==> src/rtl/arc_pkg.sv <==
// Shared types for the ARC MIPS issue/interlock logic.
// In-flight write record, hazard FSM states and the slot match helper.
package arc_pkg;

    typedef struct packed {
        logic       valid;
        logic [4:0] dst;
        logic       regwr;
    } inflight_t;

    typedef enum logic [1:0] {
        HZ_RUN   = 2'd0,
        HZ_STALL = 2'd1,
        HZ_FLUSH = 2'd2
    } hz_state_e;

    localparam logic [4:0] REG_ZERO = 5'd0;

    // $0 is hard-wired, so a pending write to it never blocks a reader.
    function automatic logic slot_hit(inflight_t s, logic [4:0] src);
        return s.valid & s.regwr & (s.dst == src) & (src != REG_ZERO);
    endfunction

endpackage

==> src/rtl/inflight_pipe.sv <==
// Shadow pipeline of register writes issued past decode (slot0=EX onward).
// Each slot can be cleared on the shift edge; match vectors are per slot.
module inflight_pipe
    import arc_pkg::*;
#(
    parameter int DEPTH = 3
) (
    input  logic             clk,
    input  logic             rst,
    input  inflight_t        ins,
    input  logic [DEPTH-1:0] clr,
    input  logic [4:0]       rs,
    input  logic [4:0]       rt,
    output logic [DEPTH-1:0] rs_hit,
    output logic [DEPTH-1:0] rt_hit
);

    inflight_t [DEPTH-1:0] slots;

    always_ff @(posedge clk or posedge rst) begin
        if (rst) begin
            slots <= '0;
        end else begin
            slots[0] <= clr[0] ? '0 : ins;
            for (int k = 1; k < DEPTH; k++) begin
                slots[k] <= clr[k] ? '0 : slots[k-1];
            end
        end
    end

    always_comb begin
        rs_hit = '0;
        rt_hit = '0;
        for (int k = 0; k < DEPTH; k++) begin
            rs_hit[k] = slot_hit(slots[k], rs);
            rt_hit[k] = slot_hit(slots[k], rt);
        end
    end

endmodule

==> src/rtl/hazard_ctrl.sv <==
// Decode/execute interlock: RAW stall, branch squash and ID/EX bubble.
// Define HAZARD_STATS_EN to add saturating stall/flush cycle counters.
module hazard_ctrl
    import arc_pkg::*;
#(
    parameter int PIPE_DEPTH  = 3,
    parameter int FLUSH_DEPTH = 1,
    parameter int WB_BYPASS   = 1
) (
    input  logic        i_clk,
    input  logic        i_rst,
    input  logic        i_con_DecVal,
    input  logic [4:0]  i_addr_Rs,
    input  logic [4:0]  i_addr_Rt,
    input  logic        i_con_UseRs,
    input  logic        i_con_UseRt,
    input  logic [4:0]  i_addr_Dst,
    input  logic        i_con_RegWr,
    input  logic        i_con_Flush,
    output logic        o_con_Stall,
    output logic        o_con_Issue,
    output logic        o_con_Bubble,
    output logic [1:0]  o_con_State
`ifdef HAZARD_STATS_EN
    ,
    output logic [31:0] o_stat_StallCnt,
    output logic [31:0] o_stat_FlushCnt
`endif
);

    // With write-before-read in the bank, the oldest slot is already visible.
    localparam int HZ_SLOTS = (WB_BYPASS != 0) ? PIPE_DEPTH - 1 : PIPE_DEPTH;

    hz_state_e state, state_nx;

    logic [PIPE_DEPTH-1:0] chk_mask;
    logic [PIPE_DEPTH-1:0] clr_mask;
    logic [PIPE_DEPTH-1:0] rs_hit;
    logic [PIPE_DEPTH-1:0] rt_hit;
    logic                  hz_rs;
    logic                  hz_rt;
    logic                  in_flush;
    logic                  stall;
    logic                  issue;
    inflight_t             ins;

    always_comb begin
        chk_mask = '0;
        clr_mask = '0;
        for (int k = 0; k < PIPE_DEPTH; k++) begin
            chk_mask[k] = (k < HZ_SLOTS);
            clr_mask[k] = i_con_Flush & (k < FLUSH_DEPTH);
        end
    end

    always_comb begin
        ins = '0;
        if (issue) begin
            ins.valid = 1'b1;
            ins.dst   = i_addr_Dst;
            ins.regwr = i_con_RegWr;
        end
    end

    inflight_pipe #(
        .DEPTH (PIPE_DEPTH)
    ) u_pipe (
        .clk    (i_clk),
        .rst    (i_rst),
        .ins    (ins),
        .clr    (clr_mask),
        .rs     (i_addr_Rs),
        .rt     (i_addr_Rt),
        .rs_hit (rs_hit),
        .rt_hit (rt_hit)
    );

    assign in_flush = (state == HZ_FLUSH);
    assign hz_rs    = i_con_UseRs & (|(rs_hit & chk_mask));
    assign hz_rt    = i_con_UseRt & (|(rt_hit & chk_mask));

    // Gated by reset so the outputs take their reset values asynchronously.
    assign stall = ~i_rst & i_con_DecVal & ~in_flush & (hz_rs | hz_rt);
    assign issue = ~i_rst & i_con_DecVal & ~stall & ~i_con_Flush & ~in_flush;

    assign o_con_Stall  = stall;
    assign o_con_Issue  = issue;
    assign o_con_Bubble = ~issue;
    assign o_con_State  = state;

    always_ff @(posedge i_clk or posedge i_rst) begin
        if (i_rst) begin
            state <= HZ_RUN;
        end else begin
            state <= state_nx;
        end
    end

    always_comb begin
        state_nx = state;
        unique case (state)
            HZ_RUN: begin
                if (i_con_Flush) begin
                    state_nx = HZ_FLUSH;
                end else if (stall) begin
                    state_nx = HZ_STALL;
                end
            end
            HZ_STALL: begin
                if (i_con_Flush) begin
                    state_nx = HZ_FLUSH;
                end else if (!stall) begin
                    state_nx = HZ_RUN;
                end
            end
            HZ_FLUSH: begin
                state_nx = i_con_Flush ? HZ_FLUSH : HZ_RUN;
            end
            default: begin
                state_nx = HZ_RUN;
            end
        endcase
    end

`ifdef HAZARD_STATS_EN
    always_ff @(posedge i_clk or posedge i_rst) begin
        if (i_rst) begin
            o_stat_StallCnt <= '0;
            o_stat_FlushCnt <= '0;
        end else begin
            if (stall && (o_stat_StallCnt != 32'hFFFF_FFFF)) begin
                o_stat_StallCnt <= o_stat_StallCnt + 32'd1;
            end
            if (i_con_Flush && (o_stat_FlushCnt != 32'hFFFF_FFFF)) begin
                o_stat_FlushCnt <= o_stat_FlushCnt + 32'd1;
            end
        end
    end
`endif

endmodule

==> config.mk <==
export PLATFORM = sky130hd
export DESIGN_NAME = hazard_ctrl
export DESIGN_NICKNAME = d
export VERILOG_FILES = /design/src/rtl/arc_pkg.sv /design/src/rtl/inflight_pipe.sv /design/src/rtl/hazard_ctrl.sv
export SDC_FILE = /design/constraint.sdc
export NUM_CORES = 1
export LEC_CHECK = 0
export ABC_AREA = 1
export CORE_MARGIN = 2
export CORE_UTILIZATION = 43
export CTS_BUF_LIST = sky130_fd_sc_hd__clkbuf_8 sky130_fd_sc_hd__clkbuf_16
export DETAILED_ROUTE_END_ITERATION = 8
export GPL_ROUTABILITY_DRIVEN = 0
export PLACE_DENSITY = 0.85
export SYNTH_ARGS = -nofsm -noshare
export SYNTH_HDL_FRONTEND = slang
export SYNTH_SLANG_ARGS = --single-unit
==> constraint.sdc <==
create_clock -name i_clk -period 1.6 [get_ports i_clk]
set_input_delay 0.32 -clock i_clk [delete_from_list [all_inputs] [get_ports i_clk]]
set_output_delay 0.32 -clock i_clk [all_outputs]
set_load 0.02 [all_outputs]
==> summary.txt, run 1 <==
STA
  • Max Slew Vio Count: 0
  • Fin. Hold Viols: 0
  • Tcrit/Tclk final: 113%
  • Worst slew pin tran: ~230 ps
  • Top achievable clock speed: around 550 MHz
  • Worst setup margin: -215 ps
  • RSZ-0062 raised after global routing: true
  • Max_slew headroom: 84.8%
  • Worst Clk Skew: between 3 and 4 ps
  • Setup_tns: -603 ps
  • Min Tclk post-route: 1820 ps
  • Final setup violation count: 3

Global route
  • First-pass GRT wire length: 3910 µm
  • Largest net degree at the start of global routing: 17
  • GRT overflow: 0
  • GR Util All Layers: a little under a fifth
  • Vias in the first global route: just over 1000
  • Initial antenna violation count: 0

Route
  • Routed vias: approximately 1100
  • Wire per inst: approximately 10 µm
  • Initial DRC Count: 19
  • Via density per instance: roughly 4.6
  • Antenna viol nets, final: 0
  • WL met2: 1290 µm
  • Met1 WL: between 900 and 1000 µm
  • Detailed Routing Iterations Pass 1: 4
  • Final wirelength: between 2000 and 2500 µm
  • DR WL met3: 75 µm
  • DR DRC count: 0
  • Top Metal Used: met4

Critical path
  • WP data arrival: 1500 ps
  • Crit path max-delay family: simple AND/OR/NAND/NOR gates
  • Setup crit start kind: flop
  • Worst Path Buf+Inv: 4
  • Max stage delay on crit path: between 400 and 500 ps
  • CP max FO: 4
  • Critical path's slowest cell: dfrtp_1
  • Req. time, crit path: 1280 ps
  • CP Capture Type: output pin
  • R2r setup slk: 150 ps
  • CP Depth: 12
  • Worst R2R End: o_con_State[1]$_DFFE_PP0P_
  • Crit path launch: u_pipe.slots[4]$_DFF_PP0_
  • Crit Path Category: reg -> out
  • Worst Setup EP: o_con_Issue
  • R2r worst-path depth: 12
  • CP dominant cell by count: nand2_1
  • CP cell instances: inv_2 -> nand2_1 -> nand2_1 -> nor2_1 -> nand3_1 -> nand2_1 -> nand2_1 -> nand2_2 -> inv_2 -> nand2_4 -> inv_2 -> buf_6
  • Worst r2r src: o_con_State[0]$_DFFE_PP0P_

Finish
  • Multi-input gate area: a little under 500 µm²
  • Register Area: between 400 and 500 µm²
  • Layout area overhead: 40.4%
  • Layout Cell Area excl Fill: ~1400 µm²
  • Fraction of layout instances using a drive strength above 1: between 10% and 20%
  • Number of diodes: 0
  • Commonest non-fill, non-tap cell in the layout: nand2_1
  • Commonest cells after routing, fill and taps aside: nand2_1 (64), inv_1 (34), nor2_1 (23)
  • Fillers: between 200 and 250
  • # nets final: between 200 and 250

Die
  • Placement row count: 17
  • Initial core utilization: ~46%
  • Die Footprint: ~2800 µm²
  • Die Y: approximately 53 µm
  • Core area: between 2000 and 2500 µm²
  • Num ports: 27
  • DIE WIDTH: 52.9 µm

Clock network
  • Worst-path clk slew: ~60 ps
  • Setup Fix Bufs, Post-CTS: 0
  • Clock sink count: 16
  • CTS max path bufs: 2
  • CTS tree: yes
  • Root Driver: clkbuf_8
  • H-tree depth: 1
  • Total CTS buffers: 3
  • CTS hold repair buffers: 0
  • Worst-Skew Late Latency: 240 ps

Pwr
  • Power Total: between 0.9 and 1 mW
  • LEAKAGE: 0.869 nW
  • Power per cell area: around 660 nW/µm²
  • VDD IR max: about 0.64 mV

Status
  • Failing checks: negative setup slack
  • Status: finished, violations left

Place
  • Post-DP Area: 1390 µm²
  • IO buf count: 26
  • Half-perimeter wire length after placement: between 1500 and 2000 µm

Yosys
  • Syn_area_per_cell: about 6.2 µm²
  • Unique masters post-synth: 12
  • Mapped cell area: 1030 µm²
  • Sequential cell area fraction in the yosys report: about two fifths
  • Mapped Cells: around 170
  • Net count after synthesis: about 190
  • #FFs+latches synth: 16
  • Yosys warning count: 0

Run
  • Max cap viols: 0

Min path
  • Hold Path Class: reg -> reg
==> per-stage QoR <==
stage	cells	hold slack [ps]	worst slack, ps	util [%]
final	231	393	-215	64.6
after global routing	231	398	-341	64.6
after CTS	231	389	-254	64.4
after detailed placement	227	369	-927	62.3
after global placement	227	357	-899	62.3
after floorplan	165	151	28.4	-
==> logic make-up (layout without fill, tap and decap cells) <==
family	Yosys count	in the layout	share of synthesized area (%)
flops	16	16	38.9
xor+xnor	1	1	0.852
fa+ha+maj	4	4	4.87
simple gates	100	100	38.8
compound gates	4	4	1.95
buf+inv	40	78	14.6
==> where the power goes <==
part           total [mW]  internal, mW  switching (mW)
Clock               0.346         0.218           0.128
Combinational       0.184        0.0876          0.0964
Sequential          0.427         0.418         0.00937
Total               0.957         0.723           0.234
==> synthesized netlist by cell type <==
cell	count	area (µm²)
nor2_1	25	93.8
nand2_2	1	6.26
ha_1	4	50.1
nand2_4	1	11.3
nand4_1	2	12.5
o21ai_1	1	5.00
nand2_1	64	240
o21ai_0	3	15.0
nand3_1	7	35.0
xor2_1	1	8.76
dfrtp_1	16	400
inv_1	40	150
==> per-layer routing <==
layer | vias up | GRT usage [%]
met2 | 23 | 38.3
met3 | 2 | 1.69
met5 | - | 0
met4 | 0 | 6.41
met1 | 487 | 20.5
li1 | 553 | -
==> flip-flops by register name (all words and copies together) (netlist names) <==
name,cells
u_pipe.slots,14
o_con_State,2
==> repair_timing <==
item,in CTS,in global routing
pin swaps,4,2
resized for setup,35,2
cloned,0,0
setup endpoints to repair,13,3
endpoints found under the hold margin,0,0
==> worst min-delay path by stage <==
stage,slack [ps],cells past startpoint,startpoint,to
2_1_floorplan,150,1,i_rst,o_con_State[1]$_DFFE_PP0P_
3_3_place_gp,360,0,u_pipe.slots[0]$_DFF_PP0_,u_pipe.slots[7]$_DFF_PP0_
3_5_place_dp,370,0,u_pipe.slots[6]$_DFF_PP0_,u_pipe.slots[13]$_DFF_PP0_
4_1_cts,390,0,u_pipe.slots[6]$_DFF_PP0_,u_pipe.slots[13]$_DFF_PP0_
5_1_grt,400,0,u_pipe.slots[0]$_DFF_PP0_,u_pipe.slots[7]$_DFF_PP0_
6_report,390,0,u_pipe.slots[0]$_DFF_PP0_,u_pipe.slots[7]$_DFF_PP0_
==> cell type report <==
class / count / share of cell area [%]
sequential: 16 / 27.9
multi-input combinational: 109 / 33.8
timing repair buffer: 34 / 21.4
tap: 28 / 2.43
inverter: 40 / 10.7
clock buffer: 4 / 3.81
No activity file was read; power rests on OpenSTA's default activity.
==> run 2: changes to the inputs <==
CORE_UTILIZATION = 37   (was 43)
PLACE_DENSITY = 0.76   (was 0.85)
==> summary.txt, run 2 (same netlist as run 1, synthesis figures left out) <==
Status
  • Status: finished, violations left
  • Failing checks: negative setup slack

Min path
  • Hold Path Class: reg -> reg
  • Hold wc startpoint: u_pipe.slots[6]$_DFF_PP0_

Route
  • Initial DRC Count: 51 (+32)
  • Wire per inst: 9.04 µm (-10%)
  • Routed vias: 1030 (-3.3%)
  • Top Metal Used: met4
  • DR DRC count: 0 (unchanged)
  • WL met2: 1090 µm (-15%)
  • Detailed Routing Iterations Pass 1: 4 (unchanged)
  • Final wirelength: 2130 µm (-8.1%)
  • Antenna viol nets, final: 0 (unchanged)
  • Via density per instance: 4.36 (-5.3%)
  • Met1 WL: 921 µm (-2.5%)
  • DR WL met3: 112 µm (+49%)

STA
  • Top achievable clock speed: 547 MHz (-0.73%)
  • Worst slew pin tran: 206 ps (-21.7 ps)
  • Worst setup margin: -228 ps (-13.4 ps)
  • Max_slew headroom: 86.3% (+1.4 points)
  • Min Tclk post-route: 1830 ps (+13.4 ps)
  • Fin. Hold Viols: 0 (unchanged)
  • Max Slew Vio Count: 0 (unchanged)
  • RSZ-0062 raised after global routing: true
  • Worst Clk Skew: 1.35 ps (-2.00 ps)
  • Hold Slack: 375 ps (-18.8 ps)
  • Final setup violation count: 3 (unchanged)
  • Tcrit/Tclk final: 114% (+0.84 points)

Finish
  • Largest Register: u_pipe.slots
  • Layout Cell Area excl Fill: 1480 µm² (+2.3%)
  • Max reg flops: 14 (unchanged)
  • # nets final: 232 (+0.87%)
  • Register Area: 402 µm² (-0.31%)
  • Layout area overhead: 43.7%
  • Multi-input gate area: 508 µm² (+4.1%)
  • Commonest non-fill, non-tap cell in the layout: nand2_1
  • Number of diodes: 0 (unchanged)
  • Fillers: 265 (+24%)
  • Fraction of layout instances using a drive strength above 1: 15.6% (+2.3 points)
  • Commonest cells after routing, fill and taps aside: nand2_1 (62), inv_1 (35), nor2_1 (22)
  • Post-Layout Cell Count: 236 (+2.2%)
  • Final core occ: 55.0% (-9.6 points)

Die
  • Num ports: 27 (unchanged)
  • Placement row count: 19 (+2)
  • DIE WIDTH: 56.7 µm (+7.2%)
  • Initial core utilization: 38.3% (-7.8 points)
  • Die Y: 56.7 µm (+7.2%)
  • Die Footprint: 3220 µm² (+15%)
  • Core area: 2690 µm² (+20%)

Critical path
  • Max stage delay on crit path: 420 ps (about the same)
  • Req. time, crit path: 1280 ps (about the same)
  • WP data arrival: 1510 ps (about the same)
  • Crit path max-delay family: simple AND/OR/NAND/NOR gates
  • CP Capture Type: output pin
  • CP cell instances: inv_1 -> nand2_1 -> nand2_1 -> nor2_2 -> nand3_1 -> nand2_1 -> nand2_1 -> nand2_2 -> inv_2 -> nand2_4 -> inv_2 -> buf_6
  • Crit path launch: u_pipe.slots[2]$_DFF_PP0_
  • Worst Path Buf+Inv: 4 (unchanged)
  • Setup crit start kind: flop
  • CP max FO: 5 (+1)
  • Critical path's slowest cell: dfrtp_1
  • Crit Path Category: reg -> out
  • Worst r2r src: u_pipe.slots[2]$_DFF_PP0_
  • CP dominant cell by count: nand2_1

Pwr
  • LEAKAGE: 0.883 nW (+1.6%)
  • Power per cell area: 644 nW/µm² (-2.9%)
  • Power Total: 0.951 mW (-0.60%)
  • VDD IR max: 0.497 mV (-22%)

Clock network
  • Worst-path clk slew: 60 ps (about the same)
  • CTS tree: yes
  • Total CTS buffers: 3 (unchanged)
  • H-tree depth: 1 (unchanged)
  • Root Driver: clkbuf_8
  • CTS hold repair buffers: 0 (unchanged)
  • CTS max path bufs: 2 (unchanged)
  • Clock sink count: 16 (unchanged)
  • Worst-Skew Late Latency: 240 ps (about the same)

Place
  • Half-perimeter wire length after placement: 1760 µm (-9.5%)
  • IO buf count: 26 (unchanged)
  • Placed cell count: 231 (+1.8%)
  • Post-DP Area: 1400 µm² (+0.81%)

Global route
  • Initial antenna violation count: 0 (unchanged)
  • Largest net degree at the start of global routing: 17 (unchanged)
  • First-pass GRT wire length: 3640 µm (-7.1%)
  • Vias in the first global route: 971 (-4.1%)
  • GR Util All Layers: 14.3% (-4.8 points)
  • GRT overflow: 0 (unchanged)

Run
  • Max cap viols: 0 (unchanged)
-- run 2: per-layer routing --
| layer | GRT usage [%] | vias to the layer above |
|---|---|---|
| met1 | 16.9 | 449 |
| met5 | 0 | - |
| met4 | 4.08 | 0 |
| met3 | 2.53 | 2 |
| li1 | - | 553 |
| met2 | 26.1 | 26 |
-- run 2: power by group --
| part | switching, mW | internal [mW] | leakage, nW |
|---|---|---|---|
| Clock | 0.120 | 0.218 | 0.0288 |
| Sequential | 0.00934 | 0.418 | 0.218 |
| Combinational | 0.0961 | 0.0906 | 0.637 |
-- run 2: repair_timing --
item / 4_1_cts / 5_1_grt
gates resized for setup: 31 / 8
endpoints found under the setup margin: 10 / 10
pin swaps: 1 / 8
setup buffers: 3 / 0
-- run 2: layout make-up --
type	instances	area share [%]
Multi-Input combinational cell	109	34.4
Inverter	40	10.4
Tap cell	31	2.62
Clock buffer	4	3.73
Timing Repair Buffer	36	21.7
Sequential cell	16	27.2
-- run 2: through the flow --
| step | TNS, ps | setup WS, ps |
|---|---|---|
| 2_1_floorplan | 0 | 28.4 |
| 3_3_place_gp | -4590 | -882 |
| 3_5_place_dp | -4720 | -888 |
| 4_1_cts | -568 | -203 |
| 5_1_grt | -1090 | -380 |
| 6_report | -637 | -228 |
-- run 2: worst register-to-register path, cell delays in order (launching register included) --
cell	delay, ps
dfrtp_1	420
inv_1	60
nand2_1	50
nand2_1	60
nor2_2	110
nand3_1	80
nand2_1	70
nand2_1	60
nand2_2	80
inv_2	50
nand2_4	80
buf_4	150
nor2_1	50
-- run 2: path summary, 6_finish.rpt --
path | endpoint | slack, ps | cells after the start
min in group asynchronous | u_pipe.slots[1]$_DFF_PP0_ | 470 | 3
worst max register to register | u_pipe.slots[1]$_DFF_PP0_ | 190 | 12
worst min-delay path | u_pipe.slots[13]$_DFF_PP0_ | 370 | 0
worst min register to register | u_pipe.slots[13]$_DFF_PP0_ | 370 | 0
max in group asynchronous | o_con_State[0]$_DFFE_PP0P_ | 940 | 3
worst max-delay path | o_con_Issue | -230 | 12
==> run 3: changes to the inputs <==
PLACE_DENSITY = 0.74   (was 0.76)
clock period = 1.8 ns   (was 1.6 ns; I/O delays follow)
==> summary.txt, run 3 (same netlist as run 1, synthesis figures left out) <==
STA
  • Max_slew headroom: 85.8% (-0.46 points)
  • RSZ-0062 raised after global routing: true
  • Min Tclk post-route: 1840 ps
  • Fin. Hold Viols: 0 (unchanged)
  • Top achievable clock speed: 542 MHz
  • Worst slew pin tran: 212 ps (+5.40 ps)
  • Max Slew Vio Count: 0 (unchanged)
  • Worst setup margin: -44.2 ps (+184 ps)
  • Tcrit/Tclk final: 102%
  • Worst Clk Skew: 6.27 ps (+4.93 ps)
  • Hold Slack: 380 ps (+5.64 ps)
  • Final setup violation count: 3 (unchanged)

Die
  • Die Footprint: 3220 µm² (unchanged)
  • Placement row count: 19 (unchanged)
  • DIE WIDTH: 56.7 µm (unchanged)
  • Core area: 2690 µm² (unchanged)
  • Die Y: 56.7 µm (unchanged)
  • Num ports: 27 (unchanged)
  • Initial core utilization: 38.3% (unchanged)

Route
  • DR DRC count: 0 (unchanged)
  • Initial DRC Count: 26 (-49%)
  • Final wirelength: 2160 µm (+1.3%)
  • Routed vias: 1013 (-1.7%)
  • Via density per instance: 4.24 (-2.9%)
  • Wire per inst: 9.04 µm (about the same)
  • Antenna viol nets, final: 0 (unchanged)
  • Detailed Routing Iterations Pass 1: 4 (unchanged)

Finish
  • Commonest non-fill, non-tap cell in the layout: nand2_1
  • # nets final: 235 (+1.3%)
  • Commonest cells after routing, fill and taps aside: nand2_1 (64), inv_1 (35), nor2_1 (23)
  • Final core occ: 54.9% (-0.14 points)
  • Layout area overhead: 43.3%
  • Fraction of layout instances using a drive strength above 1: 13.9% (-1.7 points)
  • Number of diodes: 0 (unchanged)
  • Fillers: 271 (+2.3%)
  • Largest Register: u_pipe.slots
  • Max reg flops: 14 (unchanged)

Pwr
  • VDD IR max: 0.621 mV (+25%)
  • Clock power share: 36.2% (+0.7 points)
  • Cell Int Power: 0.651 mW (-10%)
  • Switching share of power: 24.4% (+0.76 points)
  • LEAKAGE: 0.892 nW (+1.0%)
  • Combinational Power Share: 19.7% (about the same)
  • Psw: 0.210 mW (-6.6%)
  • Flop pwr share: 44.1% (-0.8 points)
  • Power per cell area: 584 nW/µm² (-9.3%)

Critical path
  • R2r worst-path depth: 14 (+2)
  • Worst Setup EP: o_con_Issue
  • CP Depth: 10 (-2)
  • WP data arrival: 1480 ps (-30 ps)
  • R2r setup slk: 220 ps (+30 ps)
  • Setup crit start kind: flop
  • Max stage delay on crit path: 400 ps (-20 ps)
  • Crit path launch: u_pipe.slots[9]$_DFF_PP0_
  • Worst r2r src: u_pipe.slots[12]$_DFF_PP0_
  • Crit Path Category: reg -> out
  • CP max FO: 3 (-2)
  • Crit path max-delay family: simple AND/OR/NAND/NOR gates
  • Worst R2R End: u_pipe.slots[1]$_DFF_PP0_
  • CP Capture Type: output pin
  • CP cell instances: xor2_1 -> nor2_1 -> nand3_1 -> nand2_1 -> nand2_1 -> nand2_2 -> inv_2 -> nand2_4 -> inv_2 -> buf_6
  • Req. time, crit path: 1440 ps (+160 ps)
  • Worst Path Buf+Inv: 3 (-1)
  • Critical path's slowest cell: dfrtp_1

Clock network
  • Clock sink count: 16 (unchanged)
  • Worst-Skew Late Latency: 250 ps (about the same)
  • CTS hold repair buffers: 0 (unchanged)
  • CTS tree: yes
  • Root Driver: clkbuf_8
  • CTS max path bufs: 2 (unchanged)
  • H-tree depth: 1 (unchanged)
  • Worst-path clk slew: 60 ps (about the same)
  • Total CTS buffers: 3 (unchanged)

Global route
  • Initial antenna violation count: 0 (unchanged)
  • Largest net degree at the start of global routing: 17 (unchanged)
  • GRT overflow: 0 (unchanged)
  • GR Util All Layers: 14.8% (+0.45 points)
  • First-pass GRT wire length: 3700 µm (+1.7%)
  • Vias in the first global route: 906 (-6.7%)

Place
  • IO buf count: 26 (unchanged)
  • Setup WS pre-CTS: -834 ps (+54.2 ps)
  • Half-perimeter wire length after placement: 1790 µm (+1.8%)

Min path
  • Hold Path Class: reg -> reg

Status
  • Status: finished, violations left
  • Failing checks: negative setup slack

Run
  • Max cap viols: 0 (unchanged)
-- run 3: timing repair --
item,4_1_cts,5_1_grt
setup endpoints to repair,3,3
resized for setup,34,1
pin swaps,4,7
buffers inserted,2,2
-- run 3: per-stage QoR --
stage / setup TNS [ps] / instance area (µm²) / instances / power (mW)
after floorplan: 0 / 1030 / 165 / 0.464
after detailed placement: -3640 / 1400 / 231 / 0.558
final: -86.8 / 1470 / 239 / 0.861
after CTS: -148 / 1460 / 237 / 0.877
after global placement: -3480 / 1400 / 231 / 0.555
after global routing: -483 / 1470 / 239 / 0.915
-- run 3: worst min-delay path by stage --
stage                     depth (start not counted)                    endpoint  slack [ps]                       from
after detailed placement                          0  u_pipe.slots[13]$_DFF_PP0_         360  u_pipe.slots[6]$_DFF_PP0_
final                                             0  u_pipe.slots[13]$_DFF_PP0_         380  u_pipe.slots[6]$_DFF_PP0_
after global routing                              0   u_pipe.slots[7]$_DFF_PP0_         390  u_pipe.slots[0]$_DFF_PP0_
after global placement                            0  u_pipe.slots[13]$_DFF_PP0_         360  u_pipe.slots[6]$_DFF_PP0_
after floorplan                                   1  o_con_State[0]$_DFFE_PP0P_         280                      i_rst
after CTS                                         0   u_pipe.slots[7]$_DFF_PP0_         380  u_pipe.slots[0]$_DFF_PP0_
-- run 3: power groups by stage --
stage	clock network [mW]	logic [mW]	registers [mW]
global route	0.342	0.192	0.381
floorplan	0	0.0732	0.391
detailed placement	0	0.172	0.386
CTS	0.328	0.169	0.380
finish	0.311	0.170	0.380
global placement	0	0.169	0.385
-- run 3: cell type report --
type | count | area, µm² | share of cell area (%)
tap | 31 | 38.8 | 2.63
timing repair buffer | 39 | 347 | 23.5
multi-input combinational | 109 | 483 | 32.8
clock buffer | 4 | 55.1 | 3.74
sequential | 16 | 400 | 27.2
inverter | 40 | 150 | 10.2
-- run 3: per-layer routing --
layer	GRT usage [%]	routed length, µm	up-vias
li1	-	-	558
met2	26.2	1090	21
met1	18.0	959	432
met5	0	0	-
met4	4.08	14	0
met3	2.76	101	2
-- run 3: worst register-to-register path, stage by stage (launching register included) --
cell	delay [ps]
dfrtp_1	410
inv_1	80
nand2_1	50
nand2_1	60
nor2_1	40
nand3_1	60
nand2_1	60
nand2_1	70
nand2_2	60
inv_2	70
nand2_4	60
buf_4	130
buf_4	120
buf_4	150
nor2_1	80
